==> config.mk <==
export PLATFORM = sky130hd
export DESIGN_NAME = mac_array_accum
export DESIGN_NICKNAME = d
export VERILOG_FILES = /design/src/rtl/mac_array_accum.sv
export SDC_FILE = /design/constraint.sdc
export NUM_CORES = 2
export LEC_CHECK = 0
export ABC_CLOCK_PERIOD_IN_PS = 5200
export CAP_MARGIN = 20
export CORE_ASPECT_RATIO = 0.5
export CORE_UTILIZATION = 40
export DETAILED_ROUTE_END_ITERATION = 6
export MAX_ROUTING_LAYER = met4
export PLACE_DENSITY = 0.56
export RECOVER_POWER = 100
export SLEW_MARGIN = 5
export SYNTH_ARGS = -nofsm -noshare
export SYNTH_HDL_FRONTEND = slang
export SYNTH_SLANG_ARGS = --single-unit
==> constraint.sdc <==
create_clock -name clk -period 5.2 [get_ports clk]
set_input_delay 1.56 -clock clk [delete_from_list [all_inputs] [get_ports clk]]
set_output_delay 1.56 -clock clk [all_outputs]
set_load 0.01 [all_outputs]
==> src/rtl/mac_array_accum.sv <==
// mac_array_accum: N_CH-channel multiply-accumulate array for the dense output layer.
// A shared activation is multiplied by per-channel signed weights into a product
// register, then summed with saturation into per-channel accumulators. After DEPTH
// accepted samples the sums are offered on a valid/ready handshake.
module mac_array_accum #(
    parameter int N_CH    = 10,
    parameter int IN_W    = 8,
    parameter int WT_W    = 8,
    parameter int ACC_W   = 24,
    parameter int DEPTH   = 128,
    parameter int ACT_SGN = 0,
    localparam int CNT_W  = $clog2(DEPTH + 1)
) (
    input  logic                    clk,
    input  logic                    clr,
    input  logic                    flush,
    input  logic                    in_valid,
    output logic                    in_ready,
    input  logic [IN_W-1:0]         act_in,
    input  logic [N_CH*WT_W-1:0]    wt_in,
    output logic                    out_valid,
    input  logic                    out_ready,
    output logic [N_CH*ACC_W-1:0]   sum_out,
    output logic [N_CH-1:0]         ovf,
    output logic [CNT_W-1:0]        count
);

    localparam int P_W = IN_W + WT_W + 1;

    typedef enum logic [1:0] {
        ST_ACCUM = 2'd0,
        ST_DRAIN = 2'd1,
        ST_DONE  = 2'd2
    } state_t;

    state_t             state_q, state_d;
    logic [CNT_W-1:0]   count_q, count_d;
    logic               p_valid_q, p_valid_d;
    logic [P_W-1:0]     prod_q [N_CH];
    logic [P_W-1:0]     prod_d [N_CH];
    logic [ACC_W-1:0]   acc_q  [N_CH];
    logic [ACC_W-1:0]   acc_d  [N_CH];
    logic [N_CH-1:0]    ovf_q, ovf_d;
    logic               in_ready_q, in_ready_d;
    logic               out_valid_q, out_valid_d;
    logic [ACC_W:0]     sat_s  [N_CH];
    logic               accept_s;

    // Activation extension (zero or sign) times sign-extended weight, at product width.
    function automatic logic [P_W-1:0] mul_ext(input logic [IN_W-1:0] a,
                                               input logic [WT_W-1:0] w);
        logic signed [P_W-1:0] a_x;
        logic signed [P_W-1:0] w_x;
        if (ACT_SGN != 0) begin
            a_x = {{(P_W-IN_W){a[IN_W-1]}}, a};
        end else begin
            a_x = {{(P_W-IN_W){1'b0}}, a};
        end
        w_x = {{(P_W-WT_W){w[WT_W-1]}}, w};
        return a_x * w_x;
    endfunction

    // Saturating add; returns {clamped, result}.
    function automatic logic [ACC_W:0] sat_add(input logic [ACC_W-1:0] a,
                                               input logic [P_W-1:0] p);
        logic [ACC_W:0] s;
        s = {a[ACC_W-1], a} + {{(ACC_W+1-P_W){p[P_W-1]}}, p};
        if (s[ACC_W] != s[ACC_W-1]) begin
            if (s[ACC_W]) begin
                return {1'b1, 1'b1, {(ACC_W-1){1'b0}}};
            end else begin
                return {1'b1, 1'b0, {(ACC_W-1){1'b1}}};
            end
        end else begin
            return {1'b0, s[ACC_W-1:0]};
        end
    endfunction

    // Next-state, product capture, saturating accumulation and flush override.
    always_comb begin
        state_d     = state_q;
        count_d     = count_q;
        p_valid_d   = 1'b0;
        prod_d      = prod_q;
        acc_d       = acc_q;
        ovf_d       = ovf_q;
        accept_s    = in_valid & in_ready_q;

        for (int m = 0; m < N_CH; m++) begin
            sat_s[m] = sat_add(acc_q[m], prod_q[m]);
            if (p_valid_q) begin
                acc_d[m] = sat_s[m][ACC_W-1:0];
                ovf_d[m] = ovf_q[m] | sat_s[m][ACC_W];
            end else begin
                acc_d[m] = acc_q[m];
            end
        end

        case (state_q)
            ST_ACCUM: begin
                if (accept_s) begin
                    for (int m = 0; m < N_CH; m++) begin
                        prod_d[m] = mul_ext(act_in, wt_in[m*WT_W +: WT_W]);
                    end
                    p_valid_d = 1'b1;
                    count_d   = count_q + CNT_W'(1);
                    if (count_q == CNT_W'(DEPTH - 1)) begin
                        state_d = ST_DRAIN;
                    end else begin
                        state_d = ST_ACCUM;
                    end
                end else begin
                    state_d = ST_ACCUM;
                end
            end
            ST_DRAIN: begin
                state_d = ST_DONE;
            end
            ST_DONE: begin
                if (out_ready) begin
                    state_d = ST_ACCUM;
                    count_d = '0;
                    ovf_d   = '0;
                    for (int m = 0; m < N_CH; m++) begin
                        acc_d[m] = '0;
                    end
                end else begin
                    state_d = ST_DONE;
                end
            end
            default: begin
                state_d = ST_ACCUM;
            end
        endcase

        if (flush) begin
            state_d   = ST_ACCUM;
            count_d   = '0;
            p_valid_d = 1'b0;
            ovf_d     = '0;
            for (int m = 0; m < N_CH; m++) begin
                prod_d[m] = '0;
                acc_d[m]  = '0;
            end
        end else begin
            state_d = state_d;
        end

        in_ready_d  = (state_d == ST_ACCUM);
        out_valid_d = (state_d == ST_DONE);
    end

    // State, pipeline and accumulator registers with asynchronous clear.
    always_ff @(posedge clk or negedge clr) begin
        if (!clr) begin
            state_q     <= ST_ACCUM;
            count_q     <= '0;
            p_valid_q   <= 1'b0;
            ovf_q       <= '0;
            in_ready_q  <= 1'b1;
            out_valid_q <= 1'b0;
            for (int m = 0; m < N_CH; m++) begin
                prod_q[m] <= '0;
                acc_q[m]  <= '0;
            end
        end else begin
            state_q     <= state_d;
            count_q     <= count_d;
            p_valid_q   <= p_valid_d;
            ovf_q       <= ovf_d;
            in_ready_q  <= in_ready_d;
            out_valid_q <= out_valid_d;
            prod_q      <= prod_d;
            acc_q       <= acc_d;
        end
    end

    for (genvar g = 0; g < N_CH; g++) begin : g_sum
        assign sum_out[g*ACC_W +: ACC_W] = acc_q[g];
    end

    assign in_ready  = in_ready_q;
    assign out_valid = out_valid_q;
    assign ovf       = ovf_q;
    assign count     = count_q;

endmodule

==> impl_metrics.toml <==
[die]
start_util_pct = 40.7
die_h_um = 251
num_io_pins = 353
rows = 90
dieArea_mm2 = 0.125
core-area_mm2 = 0.122
die_x_um = 499

[clocking]
tritoncts = "done"
cts-root-buf = "clkbuf_16"
clockBufferDepth = 3
clk_latency_ns = 0.65
ctsHoldBuffers = 0
htreeDepth = 2
clkSlewWorstSetupHoldPaths_ns = 0.07
cts_buffers = 48
clock_sinks = 433

[sta]
setup_violations = 36
min_period_ns = 5.36
period_share_pct = 103
grt_setup_unrepaired = "yes"
slew_headroom_pct = -46.6
drv_slew = 412
fin_ws_ns = -0.161
fin_skew_ns = 0.0340
fmax_ghz = 0.187
tightest_slew_ns = 2.20
finalHoldViolCount = 0

[synthesis]
syn_area_mm2 = 0.0495
ys_types = 96
synth_nets = 6814
synth-seq-cells = 433
postSynthCellCount = 5652
synth_area_leaders = "dfrtp_1, ha_1, fa_1"
yosysSeqAreaShare_pct = 21.9
synth-main-ff-cell = "dfrtp_1"
synth_top_area_share_pct = 21.9
synth_edf_count = 0
avgSynthCellArea_um2 = 8.75
synth_top_area_cell = "dfrtp_1"
yosys_warnings = 0
ys_async_sr_fraction_pct = 100

[cells_and_area]
layout_common_cells = "ha_1, inv_1, nand2_1"
layout_commonest_cell = "ha_1"
design_area_mm2 = 0.0624
n_fill_cell = 11355
fin_nets = 7564
final_util_pct = 51.3
final_layout_size_suffix_gt1_share_pct = 15.7
fin_cells = 8070
area_growth_pct = 26.2

[power]
combPwrFrac_pct = 62.9
swShare_pct = 42.5
pwr-share-clk_pct = 16.7
leakage_nw = 32.3
total_power_mw = 22.7
p_seq_share_pct = 20.4
ir_drop_mv = 0.272
power_switching_mw = 9.62
p_per_area_mw_per_mm2 = 363
p_int_mw = 13.0

[routing]
drt_iter0_markers = 3222
drcViolationCount = 4
wl_per_cell_um = 20.7
via_per_inst = 5.32
wl_um = 167000
dr.pass1.iters = 7
ant_nets = 0
routed-via-count = 42931

[critical_path]
end_kind = "register"
arrival_ns = 5.86
crit_fanout = 6
start_kind = "primary input"
crit_type = "in2reg"
crit_required_ns = 5.70

[placement]
hpwl_um = 128000
globalplace.congestion = 0.947
dp.cells = 7849
place_area_mm2 = 0.0584
io_buffers = 352

[global_routing]
antenna_found_initial = 26
grt_use_total_pct = 26.9
grt_max_degree = 137
grt_overflow = 0
grt_first_pass_wirelength_um = 253000
grt_pass1_vias = 41942

[hold_path]
hold_class = "reg2reg"

[run]
cap_violations = 7

[run_status]
outcome = "finished with violations"
violations = "design-rule violations, max-capacitance violations, max-slew violations, negative setup slack"
## power by group through the flow
stage / Clock (mW) / Sequential, mW / Combinational (mW)
after detailed placement: 0 / 4.69 / 13.0
after global placement: 0 / 4.67 / 12.9
after CTS: 3.86 / 4.63 / 13.6
after global routing: 3.99 / 4.69 / 15.8
after floorplan: 0 / 4.48 / 7.83
final: 3.77 / 4.63 / 14.3
## state kept, by name, summed over array words and instances (netlist names)
register,cells
count,8
in_ready,1
out_valid,1
ovf,10
p_valid_q,1
prod_q,170
state_q,2
sum_out,240
## synthesized netlist by cell type (all sizes together), types with 29 or more instances
master / number
a211oi: 68
nand3: 54
nand2b: 63
nor2: 381
xor2: 98
o21ai: 407
ha: 689
a22o: 61
nor3: 42
nand2: 567
and3: 29
clkbuf: 187
dfrtp: 432
xnor2: 207
inv: 688
nor2b: 31
a21o: 161
o21bai: 74
and2: 412
a21oi: 294
fa: 380
## cells by family (layout without fill, tap and decap cells)
kind of cell | after synthesis | count (layout) | share of synthesized area [%]
AOI/OAI and AO/OA | 1280 | 1280 | 16.6
xor gates and xnor gates | 305 | 305 | 5.40
adders and majority gates | 1069 | 1069 | 32.8
buffers and inverters | 895 | 1681 | 6.98
DFF | 433 | 433 | 21.9
muxes | 6 | 6 | 0.124
other | 0 | 22 | 0
and+or+nand+nor | 1664 | 1664 | 16.1
## worst paths after layout
check	slack (ns)	to	startpoint	depth (start not counted)
min in group asynchronous	1.52	prod_q[18]$_DFFE_PN0P_	clr	1
worst max register to register	0.22	sum_out[64]$_DFF_PN0_	sum_out[49]$_DFF_PN0_	15
worst min-delay path	0.49	prod_q[71]$_DFFE_PN0P_	prod_q[71]$_DFFE_PN0P_	2
worst max-delay path	-0.16	prod_q[169]$_DFFE_PN0P_	act_in[2]	22
max in group asynchronous	0.87	prod_q[98]$_DFFE_PN0P_	clr	2
worst min register to register	0.49	prod_q[71]$_DFFE_PN0P_	prod_q[71]$_DFFE_PN0P_	2
## area by class of cell
class	count	area, µm²	share of cell area (%)
multi-input combinational	4324	36500	58.5
sequential	433	10800	17.4
timing repair buffer	906	8740	14.0
inverter	689	2590	4.14
tap	1610	2010	3.23
clock buffer	61	1330	2.13
clock inverter	25	329	0.527
antenna	22	55.1	0.0882
## repair_timing
item	CTS	global route
gates resized for setup	209	166
endpoints found under the setup margin	57	56
pin swaps	106	122
setup buffers	65	29
gates cloned	9	11
## layer usage
layer | GRT usage, % | wire, µm
met1 | 40.0 | 83300
met2 | 38.6 | 70300
met3 | 3.78 | 10200
met5 | - | 0
met4 | 4.85 | 3360
## worst max-delay path, stage by stage
cell and delay (ns):
buf_12 0.11, clkbuf_16 0.19, buf_12 0.14, nand2_1 0.07
fa_1 0.40, inv_1 0.08, fa_1 0.42, inv_1 0.08
fa_1 0.43, fa_1 0.54, inv_2 0.05, ha_4 0.21
a21o_1 0.18, a21oi_2 0.16, o21bai_1 0.09, a21oi_2 0.17
o21bai_2 0.10, a211o_1 0.34, a21o_1 0.18, a21oi_2 0.14
xnor2_1 0.12, o21ai_1 0.08
## metrics by stage
step | setup TNS [ns] | hold WS [ns] | setup WS (ns)
2_1_floorplan | -9.85 | 0.454 | -0.439
6_report | -2.66 | 0.488 | -0.161
3_5_place_dp | -67.57 | 0.480 | -1.10
4_1_cts | -1.97 | 0.495 | -0.131
3_3_place_gp | -64.15 | 0.469 | -1.07
5_1_grt | -12.09 | 0.523 | -0.340
(Power assumes the default switching activity.)
